[src/rtl/fp_mul_sched.sv]
// Round-robin arbiter that time-shares one combinational fp_mul among NUM_REQ
// requesters: grant -> registered operands -> captured product -> tagged response.
module fp_mul_sched #(
  parameter int NUM_REQ = 4,
  parameter int ID_W    = 2
) (
  input  logic                    clk,
  input  logic                    rst,
  input  logic [NUM_REQ-1:0]      req_valid,
  output logic [NUM_REQ-1:0]      req_ready,
  input  logic [32*NUM_REQ-1:0]   req_op1,
  input  logic [32*NUM_REQ-1:0]   req_op2,
  output logic [31:0]             mul_op1,
  output logic [31:0]             mul_op2,
  input  logic [31:0]             mul_result,
  output logic                    rsp_valid,
  input  logic                    rsp_ready,
  output logic [ID_W-1:0]         rsp_id,
  output logic [31:0]             rsp_result,
  output logic                    busy
);

  typedef enum logic [1:0] {IDLE, EXEC, RESP} state_t;

  state_t            state_q, state_d;
  logic [ID_W-1:0]   rr_ptr_q, rr_ptr_d;
  logic [31:0]       mul_op1_q, mul_op1_d;
  logic [31:0]       mul_op2_q, mul_op2_d;
  logic [ID_W-1:0]   rsp_id_q, rsp_id_d;
  logic [31:0]       rsp_result_q, rsp_result_d;
  logic              rsp_valid_q, rsp_valid_d;
  logic              busy_q, busy_d;

  logic [31:0]       op1_arr [NUM_REQ];
  logic [31:0]       op2_arr [NUM_REQ];
  logic              grant_found;
  logic [ID_W-1:0]   grant_idx;
  logic              grant_en;

  genvar gi;
  generate
    for (gi = 0; gi < NUM_REQ; gi++) begin : g_req
      assign op1_arr[gi]   = req_op1[32*gi +: 32];
      assign op2_arr[gi]   = req_op2[32*gi +: 32];
      assign req_ready[gi] = grant_en && (grant_idx == ID_W'(gi));
    end
  endgenerate

  // First valid requester at or above rr_ptr, wrapping modulo NUM_REQ.
  always_comb begin
    logic [ID_W:0] sum;
    grant_found = 1'b0;
    grant_idx   = '0;
    sum         = '0;
    for (int k = 0; k < NUM_REQ; k++) begin
      sum = {1'b0, rr_ptr_q} + (ID_W+1)'(k);
      if (sum >= (ID_W+1)'(NUM_REQ)) sum = sum - (ID_W+1)'(NUM_REQ);
      if (!grant_found && req_valid[sum[ID_W-1:0]]) begin
        grant_found = 1'b1;
        grant_idx   = sum[ID_W-1:0];
      end
    end
  end

  assign grant_en = (state_q == IDLE) && !rst && grant_found;

  always_comb begin
    state_d      = state_q;
    rr_ptr_d     = rr_ptr_q;
    mul_op1_d    = mul_op1_q;
    mul_op2_d    = mul_op2_q;
    rsp_id_d     = rsp_id_q;
    rsp_result_d = rsp_result_q;
    rsp_valid_d  = rsp_valid_q;
    case (state_q)
      IDLE: begin
        if (grant_found) begin
          mul_op1_d = op1_arr[grant_idx];
          mul_op2_d = op2_arr[grant_idx];
          rsp_id_d  = grant_idx;
          state_d   = EXEC;
        end
      end
      EXEC: begin
        rsp_result_d = mul_result;
        rsp_valid_d  = 1'b1;
        state_d      = RESP;
      end
      RESP: begin
        if (rsp_ready) begin
          rsp_valid_d = 1'b0;
          rr_ptr_d    = (rsp_id_q == ID_W'(NUM_REQ-1)) ? '0 : rsp_id_q + 1'b1;
          state_d     = IDLE;
        end
      end
      default: state_d = IDLE;
    endcase
    busy_d = (state_d != IDLE);
  end

  always_ff @(posedge clk) begin
    if (rst) begin
      state_q      <= IDLE;
      rr_ptr_q     <= '0;
      mul_op1_q    <= '0;
      mul_op2_q    <= '0;
      rsp_id_q     <= '0;
      rsp_result_q <= '0;
      rsp_valid_q  <= 1'b0;
      busy_q       <= 1'b0;
    end else begin
      state_q      <= state_d;
      rr_ptr_q     <= rr_ptr_d;
      mul_op1_q    <= mul_op1_d;
      mul_op2_q    <= mul_op2_d;
      rsp_id_q     <= rsp_id_d;
      rsp_result_q <= rsp_result_d;
      rsp_valid_q  <= rsp_valid_d;
      busy_q       <= busy_d;
    end
  end

  assign mul_op1    = mul_op1_q;
  assign mul_op2    = mul_op2_q;
  assign rsp_id     = rsp_id_q;
  assign rsp_result = rsp_result_q;
  assign rsp_valid  = rsp_valid_q;
  assign busy       = busy_q;

endmodule
[config.mk]
export PLATFORM = sky130hd
export DESIGN_NAME = fp_mul_sched
export DESIGN_NICKNAME = d
export VERILOG_FILES = /design/src/rtl/fp_mul_sched.sv
export SDC_FILE = /design/constraint.sdc
export NUM_CORES = 1
export LEC_CHECK = 0
export BUFFER_PORTS_ARGS = -buffer_cell sky130_fd_sc_hd__clkbuf_2
export CORE_AREA = 2 2 157 159
export CTS_CLUSTER_SIZE = 24
export DETAILED_ROUTE_END_ITERATION = 7
export DIE_AREA = 0 0 159 161
export GPL_TIMING_DRIVEN = 0
export PLACE_DENSITY = 0.5
export SETUP_SLACK_MARGIN = 0.1
export SYNTH_ARGS = -nofsm -noshare
export SYNTH_HDL_FRONTEND = slang
export SYNTH_SLANG_ARGS = --single-unit
[constraint.sdc]
create_clock -name clk -period 2.15 [get_ports clk]
set_input_delay 0.1075 -clock clk [delete_from_list [all_inputs] [get_ports clk]]
set_output_delay 0.1075 -clock clk [all_outputs]
set_load 0.01 [all_outputs]
==> results of run 1 <==
-- layout by cell type, fill, tap and decap left out, types with 2 or more instances in the layout --
master,synthesis,final
o21bai_1,4,4
inv_6,0,3
dfxtp_1,104,102
nor2_4,0,2
nand3_1,70,70
clkbuf_1,56,27
buf_2,19,6
nor3_1,2,2
dlygate4sd3_1,0,35
nor2b_1,2,2
a21o_1,65,65
inv_1,3,3
o21ai_1,35,35
a21oi_1,44,42
a221oi_2,0,9
buf_4,1,19
clkbuf_2,0,417
a21oi_4,0,2
nor2_1,69,66
and2_1,3,3
a31oi_1,5,5
nand2_1,68,67
a211oi_2,21,21
buf_6,6,8
clkbuf_4,0,10
dfxtp_2,0,2
a221oi_1,60,51
nand2b_1,5,4
clkbuf_16,0,9
o21ai_0,31,31
clkinv_8,0,3
a211oi_1,40,40
-- critical path, delay by kind of cell (launching register included) --
family,cells,cell delay (ns)
buf+inv,4,0.61
simple gates,1,0.17
compound gates,2,0.29
flops,1,0.41
-- area by class of cell --
class / count / area, sq um / share of cell area (%)
clock buffers: 9 / 225 / 2.47
plain buffers: 82 / 482 / 5.28
diodes: 1 / 2.50 / 0.0274
flip-flops and latches: 104 / 2080 / 22.8
inverters: 3 / 11.3 / 0.123
multi-input cells: 542 / 3420 / 37.5
clock inverters: 7 / 83.8 / 0.918
well taps: 324 / 405 / 4.44
repair buffers: 441 / 2410 / 26.4
-- what timing repair did --
| item | in CTS | in global routing |
|---|---|---|
| setup buffers | 11 | 0 |
| hold buffers | 35 | 0 |
| gates resized for setup | 50 | 45 |
| endpoints found under the hold margin | 35 | 0 |
| pin swaps | 4 | 0 |
| endpoints found under the setup margin | 69 | 66 |
-- cell usage after synthesis, drive strengths merged (2+ instances only) --
master  number
clkbuf      56
o21bai       4
nor2b        3
a31oi        5
buf         27
dfxtp      104
a211oi      62
nand2       68
nor3         2
and2         3
a221oi      60
a21oi       45
nand3       70
a21o        65
nand2b       5
nor2        69
o21ai       67
inv          3
-- registers in the layout, indices dropped and copies added (netlist names) --
| register | cells |
|---|---|
| rsp_id | 2 |
| rsp_result | 32 |
| mul_op2 | 32 |
| mul_op1 | 32 |
| state_q | 2 |
| rsp_valid | 1 |
| busy | 1 |
| rr_ptr_q | 2 |
-- logic make-up (layout without fill, tap and decap cells) --
kind of cell,after synthesis,count (layout),share of synthesized area [%]
multiplexers,1,1,0.173
buffers and inverters,86,542,6.85
AND/OR/NAND/NOR,225,225,17.1
other,0,1,0
adder cells (fa/ha/maj),1,1,0.217
AO/OA/AOI/OAI,315,315,39.6
flip-flops,104,104,36.0
-- per-layer routing --
metal  wire [um]  share of wire [%]
met1       12900                 42
met2       14900                 49
met3        1950                6.3
met4         925                3.0
met5           0                  0
-- path summary, 6_finish.rpt --
kind | startpoint | slack, ns | cells past startpoint | to
worst min register to register | rsp_result[16]$_SDFFE_PP0P_ | 0.46 | 2 | rsp_result[16]$_SDFFE_PP0P_
worst min-delay path | req_op2[59] | 0.03 | 3 | mul_op2[27]$_SDFFE_PP0P_
worst max-delay path | rr_ptr_q[1]$_SDFFE_PP0P_ | 0.18 | 7 | req_ready[1]
worst max register to register | rr_ptr_q[0]$_SDFFE_PP0P_ | 0.18 | 7 | mul_op2[21]$_SDFFE_PP0P_
-- stage by stage --
stage               power [mW]  cells  utilization, %  cell area (sq um)  TNS [ns]
floorplan                 3.36    732               -               5780         0
global placement          4.30   1451            34.0               8160    -33.65
detailed placement        4.30   1451            34.0               8160    -33.78
CTS                       6.23   1512            37.8               9070         0
global route              6.51   1513            38.1               9130         0
finish                    6.17   1513            38.1               9130         0
-- power groups by stage --
stage / Combinational, mW / Clock, mW / Sequential (mW)
detailed placement: 1.97 / 0 / 2.34
finish: 2.09 / 1.78 / 2.29
CTS: 2.10 / 1.84 / 2.29
floorplan: 0.940 / 0 / 2.42
global route: 2.28 / 1.90 / 2.32
global placement: 1.97 / 0 / 2.33
==> results.sh, run 1 <==
export IMPL_grt_pass1_wl_mm=45.5
export IMPL_busiest_layer="met2"
export IMPL_ys_flop_type="dfxtp_1"
export IMPL_synth_avg_cell_area_sq_um=7.89
export IMPL_power_leakage_nw=4.22
export IMPL_drive_above_1_share_pct=44.1
export IMPL_critical_path_slowest_cell="dfxtp_2"
export IMPL_via_per_inst=4.98
export IMPL_ys_types=41
export IMPL_grt_max_degree=22
export IMPL_post_synth_top_area_fraction_pct=36.0
export IMPL_cp_end_kind="output pin"
export IMPL_wirelength_mm=30.7
export IMPL_syn_nets=1028
export IMPL_die_h_um=161
export IMPL_io_pins=399
export IMPL_insertion_delay_ns=0.37
export IMPL_nNetsFinal=1479
export IMPL_grt_use_met3_pct=5.16
export IMPL_whs_ns=0.0269
export IMPL_place_hpwl_mm=23.5
export IMPL_max_freq_ghz=0.508
export IMPL_fin_crit_ns=1.97
export IMPL_htree_levels=3
export IMPL_die_x_um=159
export IMPL_max_slew_worst_pin_slew_ns=0.725
export IMPL_vias=7538
export IMPL_finalHoldViolations=0
export IMPL_intPower_mw=3.88
export IMPL_rsz0062_at_grt="yes"
export IMPL_grtUsageMet1_pct=27.8
export IMPL_clkTransAtPathRegs_ns=0.10
export IMPL_power_density_nw_per_um2=675
export IMPL_async_reset_ff_share_pct=0
export IMPL_drc_errors=0
export IMPL_synthCells=732
export IMPL_clockBufferDepth=2
export IMPL_ys_seq_area_share_pct=36.0
export IMPL_crit_type="reg -> out"
export IMPL_p_sw_mw=2.29
export IMPL_cap_viol_max_count=0
export IMPL_firstDrtPassIters=6
export IMPL_cp_start_kind="flip-flop"
export IMPL_yosysTopAreaCell="dfxtp_1"
export IMPL_gp_congestion=0.848
export IMPL_cts_buffers=9
export IMPL_finalCritPeriodShare_pct=91.6
export IMPL_nFillCells=2602
export IMPL_cts_root_buf="clkbuf_16"
export IMPL_status="complete, no violations"
export IMPL_pwr_share_seq_pct=37.2
export IMPL_grt_use_met2_pct=40.6
export IMPL_start_util_pct=24.1
export IMPL_ir_drop_uv=343
export IMPL_placement_rows=57
export IMPL_grt_total_usage_pct=23.3
export IMPL_cp_arrival_ns=1.86
export IMPL_cp_common_cell="buf_6"
export IMPL_max_slew_margin_rel_pct=51.7
export IMPL_coreArea_sq_um=24000
export IMPL_die_area_sq_um=25600
export IMPL_pre_cts_ws_ns=-0.813
export IMPL_comb_power_share_pct=33.9
export IMPL_io_buffers=395
export IMPL_wl_per_cell_um=20.3
export IMPL_area_delta_synth_final_pct=58.1
export IMPL_yosysWarnings=0
export IMPL_drt_initial_drc_count=373
export IMPL_clock_sinks=104
export IMPL_fin_ws_ns=0.180
export IMPL_overflow=0
export IMPL_antenna_found_initial=1
export IMPL_cpPeakStageDelay_ns=0.41
export IMPL_synthTopCellsByArea="dfxtp_1 (36%), a221oi_1 (9.1%), a21o_1 (8.4%)"
export IMPL_tritoncts="built"
export IMPL_grt_pass1_vias=7546
export IMPL_min_path_type="in -> reg"
export IMPL_worst_clock_skew_ns=0.0150
export IMPL_path_cells="buf_6, a21oi_1, o211a_1, buf_6, buf_8, and2_1, clkbuf_2"
export IMPL_worstPathMaxFanout=10
export IMPL_power_frac_clock_pct=28.8
export IMPL_ant_nets=0
export IMPL_switching_share_pct=37.1
export IMPL_synth_edf_count=0
export IMPL_maxSlewViolCount=0
export IMPL_worstPathRequired_ns=2.04
export IMPL_setup_violations=0
export IMPL_syn_area_sq_um=5780
export IMPL_ys_ff_latch=104
(Power assumes the default switching activity.)
==> run 2: changes to the inputs <==
--- a/config.mk
+++ b/config.mk
@@ -10,7 +10,6 @@
 export CTS_CLUSTER_SIZE = 24
 export DETAILED_ROUTE_END_ITERATION = 7
 export DIE_AREA = 0 0 159 161
-export GPL_TIMING_DRIVEN = 0
 export PLACE_DENSITY = 0.5
 export SETUP_SLACK_MARGIN = 0.1
 export SYNTH_ARGS = -nofsm -noshare
==> results.sh, run 2 (synthesis gave the netlist of run 1 again) <==
export IMPL_wirelength_mm=29.3
export IMPL_max_slew_worst_pin_slew_ns=0.569
export IMPL_finalCritPeriodShare_pct=91.0
export IMPL_die_area_sq_um=25600
export IMPL_hp_start="mul_result[26]"
export IMPL_cp_start_kind="flip-flop"
export IMPL_placement_rows=57
export IMPL_place_area_sq_um=8250
export IMPL_place_hpwl_mm=21.3
export IMPL_antenna_found_initial=0
export IMPL_dp_cells=1410
export IMPL_power_total_mw=6.19
export IMPL_overflow=0
export IMPL_min_path_type="in -> reg"
export IMPL_die_h_um=161
export IMPL_antenna_cells=0
export IMPL_gp_congestion=0.813
export IMPL_die_x_um=159
export IMPL_worstPathRequired_ns=2.04
export IMPL_clock_sinks=104
export IMPL_grt_max_degree=60
export IMPL_grt_total_usage_pct=21.9
export IMPL_cpPeakStageDelay_ns=0.36
export IMPL_drt_initial_drc_count=377
export IMPL_met3_length_mm=2.17
export IMPL_firstDrtPassIters=5
export IMPL_critical_path_slowest_cell="dfxtp_1"
export IMPL_grt_pass1_wl_mm=43.5
export IMPL_max_slew_margin_rel_pct=62.0
export IMPL_drive_above_1_share_pct=43.8
export IMPL_fin_crit_ns=1.96
export IMPL_ff_latch_area_sq_um=2080
export IMPL_route_met2_wl_mm=14.5
export IMPL_worst_clock_skew_ns=0.0107
export IMPL_r2r_slack_ns=0.25
export IMPL_max_freq_ghz=0.511
export IMPL_r2r_cells=8
export IMPL_status="complete, no violations"
export IMPL_hold_depth=3
export IMPL_ant_nets=0
export IMPL_wl_per_cell_um=20.1
export IMPL_power_leakage_nw=4.11
export IMPL_clkTransAtPathRegs_ns=0.09
export IMPL_reg2reg_from="rr_ptr_q[1]$_SDFFE_PP0P_"
export IMPL_rsz0062_at_grt="yes"
export IMPL_final_cell_mix="clkbuf_2 (397), dfxtp_1 (103), nand3_1 (70)"
export IMPL_clockBufferDepth=2
export IMPL_grt_pass1_vias=7412
export IMPL_instances_no_fill=1462
export IMPL_crit_type="reg -> out"
export IMPL_fin_ws_ns=0.193
export IMPL_cap_viol_max_count=0
export IMPL_multi_input_comb_area_sq_um=3380
export IMPL_htree_levels=3
export IMPL_start_util_pct=24.1
export IMPL_tritoncts="built"
export IMPL_path_depth=6
export IMPL_coreArea_sq_um=24000
export IMPL_cts_root_buf="clkbuf_16"
export IMPL_highest_layer="met4"
export IMPL_worstPathMaxFanout=44
export IMPL_io_pins=399
export IMPL_crit_start="state_q[1]$_SDFF_PP0_"
export IMPL_via_per_inst=4.97
export IMPL_area_delta_synth_final_pct=55.3
export IMPL_path_cells="nor2_2, o21ai_4, buf_12, nor4_2, buf_4, clkbuf_2"
export IMPL_cp_arrival_ns=1.85
export IMPL_ir_drop_uv=339
export IMPL_insertion_delay_ns=0.36
export IMPL_drc_errors=0
export IMPL_cts_buffers=9
export IMPL_power_density_nw_per_um2=690
export IMPL_setup_violations=0
export IMPL_utilization_pct=37.4
export IMPL_critPathBufInv=3
export IMPL_setup_tns_final_ns=0
export IMPL_nFillCells=2618
export IMPL_cp_end_kind="output pin"
export IMPL_whs_ns=0.0327
export IMPL_io_buffers=398
export IMPL_crit_family="simple AND/OR/NAND/NOR gates"
export IMPL_wl_met1_mm=12.3
export IMPL_r2r_end="mul_op1[29]$_SDFFE_PP0P_"
export IMPL_finalHoldViolations=0
export IMPL_worstSetupEndpoint="req_ready[3]"
export IMPL_maxSlewViolCount=0
export IMPL_vias=7264
export IMPL_final_common_cell="clkbuf_2"
export IMPL_fin_area_sq_um=8970
export IMPL_nNetsFinal=1429
export IMPL_pre_cts_ws_ns=0.155
## run 2: cell types whose count changed in the layout (fill, tap and decap cells not counted), moves of 2 or more
cell           delta
clkbuf_2         -20
a221oi_1          +9
clkbuf_4         -10
a221oi_2          -9
buf_2             -6
buf_6             -7
buf_4            +14
clkbuf_1         -27
buf_12            +8
dlygate4sd3_1     -2
## run 2: timing repair
item                                    CTS  global route
endpoints found under the hold margin    33             0
hold buffers                             33             0
endpoints found under the setup margin    4            18
gates cloned                              0             1
pin swaps                                 0             1
setup buffers                             0             2
gates resized for setup                   2             6
## run 2: worst min-delay path, delay by kind of cell
kind	cells	cell delay, ns
compound gates	1	0.07
buf+inv	1	0.08
simple gates	1	0.09
## run 2: power breakdown
group / internal [mW] / switching, mW
clock network: 0.946 / 0.918
registers: 2.16 / 0.139
logic: 0.874 / 1.15
total: 3.98 / 2.21
## run 2: layer usage
layer / vias up / GRT usage, %
met1: 3397 / 26.1
met5: - / 0
li1: 3520 / -
met2: 326 / 39.3
met3: 21 / 6.03
met4: 0 / 5.21
## run 2: worst min-delay path by stage
stage,to
after floorplan,rsp_result[0]$_SDFFE_PP0P_
after global placement,rsp_result[0]$_SDFFE_PP0P_
after detailed placement,rsp_result[2]$_SDFFE_PP0P_
after CTS,rsp_result[26]$_SDFFE_PP0P_
after global routing,rsp_result[26]$_SDFFE_PP0P_
final,rsp_result[26]$_SDFFE_PP0P_
## run 2: layout make-up
cell class | instances | share of cell area [%]
inverter | 3 | 0.126
clock inverter | 7 | 1.12
timing repair buffer | 473 | 30.8
clock buffer | 9 | 2.51
tap | 324 | 4.52
multi-input combinational | 542 | 37.7
sequential | 104 | 23.2
==> run 3: changes to the inputs <==
--- a/config.mk
+++ b/config.mk
@@ -11,6 +11,7 @@
 export DETAILED_ROUTE_END_ITERATION = 7
 export DIE_AREA = 0 0 159 161
 export PLACE_DENSITY = 0.5
+export RECOVER_POWER = 25
 export SETUP_SLACK_MARGIN = 0.1
 export SYNTH_ARGS = -nofsm -noshare
 export SYNTH_HDL_FRONTEND = slang
==> results.sh, run 3 (synthesis gave the netlist of run 1 again) <==
export IMPL_dp_cells=1410
export IMPL_reg2reg_from="rr_ptr_q[1]$_SDFFE_PP0P_"
export IMPL_coreArea_sq_um=24000
export IMPL_cts_buffers=9
export IMPL_ir_drop_uv=340
export IMPL_finalCritPeriodShare_pct=91.0
export IMPL_grt_pass1_wl_mm=43.5
export IMPL_clkTransAtPathRegs_ns=0.08
export IMPL_wl_per_cell_um=20.1
export IMPL_utilization_pct=37.2
export IMPL_pre_cts_ws_ns=0.155
export IMPL_die_h_um=161
export IMPL_cts_root_buf="clkbuf_16"
export IMPL_placement_rows=57
export IMPL_clockBufferDepth=2
export IMPL_rsz0062_at_grt="yes"
export IMPL_firstDrtPassIters=5
export IMPL_worst_clock_skew_ns=0.0116
export IMPL_wirelength_mm=29.4
export IMPL_cp_arrival_ns=1.85
export IMPL_power_density_nw_per_um2=691
export IMPL_pwr_share_seq_pct=37.3
export IMPL_power_leakage_nw=3.94
export IMPL_max_slew_worst_pin_slew_ns=0.571
export IMPL_place_hpwl_mm=21.3
export IMPL_status="complete, no violations"
export IMPL_drc_errors=0
export IMPL_htree_levels=3
export IMPL_maxSlewViolCount=0
export IMPL_final_common_cell="clkbuf_2"
export IMPL_crit_start="state_q[1]$_SDFF_PP0_"
export IMPL_antenna_found_initial=0
export IMPL_intPower_mw=3.95
export IMPL_insertion_delay_ns=0.36
export IMPL_instances_no_fill=1462
export IMPL_grt_total_usage_pct=21.9
export IMPL_grt_max_degree=60
export IMPL_drt_initial_drc_count=384
export IMPL_nNetsFinal=1429
export IMPL_max_slew_margin_rel_pct=61.8
export IMPL_overflow=0
export IMPL_finalHoldViolations=0
export IMPL_vias=7285
export IMPL_comb_power_share_pct=32.5
export IMPL_fin_ws_ns=0.194
export IMPL_cap_viol_max_count=0
export IMPL_antenna_cells=0
export IMPL_worstPathRequired_ns=2.04
export IMPL_ant_nets=0
export IMPL_setup_tns_final_ns=0
export IMPL_gp_congestion=0.813
export IMPL_die_area_sq_um=25600
export IMPL_cp_start_kind="flip-flop"
export IMPL_max_freq_ghz=0.511
export IMPL_grt_pass1_vias=7412
export IMPL_io_pins=399
export IMPL_setup_violations=0
export IMPL_start_util_pct=24.1
export IMPL_die_x_um=159
export IMPL_io_buffers=398
export IMPL_cp_end_kind="output pin"
export IMPL_min_path_type="in -> reg"
export IMPL_worstPathMaxFanout=44
export IMPL_power_frac_clock_pct=30.2
export IMPL_p_sw_mw=2.21
export IMPL_switching_share_pct=35.8
export IMPL_crit_type="reg -> out"
export IMPL_hp_start="req_op2[59]"
export IMPL_tritoncts="built"
export IMPL_whs_ns=0.0311
export IMPL_final_cell_mix="clkbuf_2 (345), dfxtp_1 (103), nand3_1 (70)"
export IMPL_drive_above_1_share_pct=39.2
export IMPL_clock_sinks=104
export IMPL_via_per_inst=4.98
export IMPL_area_delta_synth_final_pct=54.2
export IMPL_fin_crit_ns=1.96
run 3: metal layers:
layer  global-route usage (%)  part of all wire (%)  vias up
met2                     39.3                    49      338
met1                     26.1                    42     3403
met5                        0                     0        -
met4                     5.21                   1.4        0
met3                     6.03                   7.5       23
li1                         -                     -     3521
run 3: metrics by stage:
| stage | power, mW | cell area, sq um |
|---|---|---|
| after floorplan | 3.36 | 5780 |
| after global placement | 4.32 | 8250 |
| after detailed placement | 4.32 | 8250 |
| after CTS | 6.26 | 8910 |
| after global routing | 6.50 | 8900 |
| final | 6.16 | 8900 |
run 3: final timing paths:
path,to,slack (ns),cells past startpoint
worst max-delay path,req_ready[3],0.19,6
worst min-delay path,mul_op2[27]$_SDFFE_PP0P_,0.03,3
worst max register to register,mul_op1[29]$_SDFFE_PP0P_,0.25,8
worst min register to register,rsp_result[13]$_SDFFE_PP0P_,0.46,2
run 3: layout make-up:
type / count / area [sq um]
sequential: 104 / 2080
multi-input combinational: 542 / 3380
tap: 324 / 405
clock inverter: 7 / 100
fill: 2640 / 15100
inverter: 3 / 11.3
timing repair buffer: 473 / 2700
clock buffer: 9 / 225
run 3: critical path, cell delays in order, from the launching register on:
cell      delay (ns)
dfxtp_1         0.36
nor2_2          0.23
o21ai_4         0.11
buf_12          0.20
nor4_2          0.30
buf_4           0.16
clkbuf_2        0.12
run 3: power groups by stage:
stage                     Sequential [mW]  Clock [mW]  Combinational [mW]
after floorplan                      2.42           0               0.940
final                                2.30        1.86                2.00
after CTS                            2.30        1.93                2.03
after detailed placement             2.34           0                1.98
after global placement               2.33           0                1.98
after global routing                 2.32        1.99                2.20
run 3: repair_timing:
| item | 4_1_cts | 5_1_grt |
|---|---|---|
| setup endpoints to repair | 4 | 18 |
| endpoints found under the hold margin | 33 | 0 |
| resized for setup | 2 | 6 |
| gates cloned | 0 | 1 |
| hold buffers | 33 | 0 |
| pin swaps | 0 | 1 |
| setup buffers | 0 | 2 |
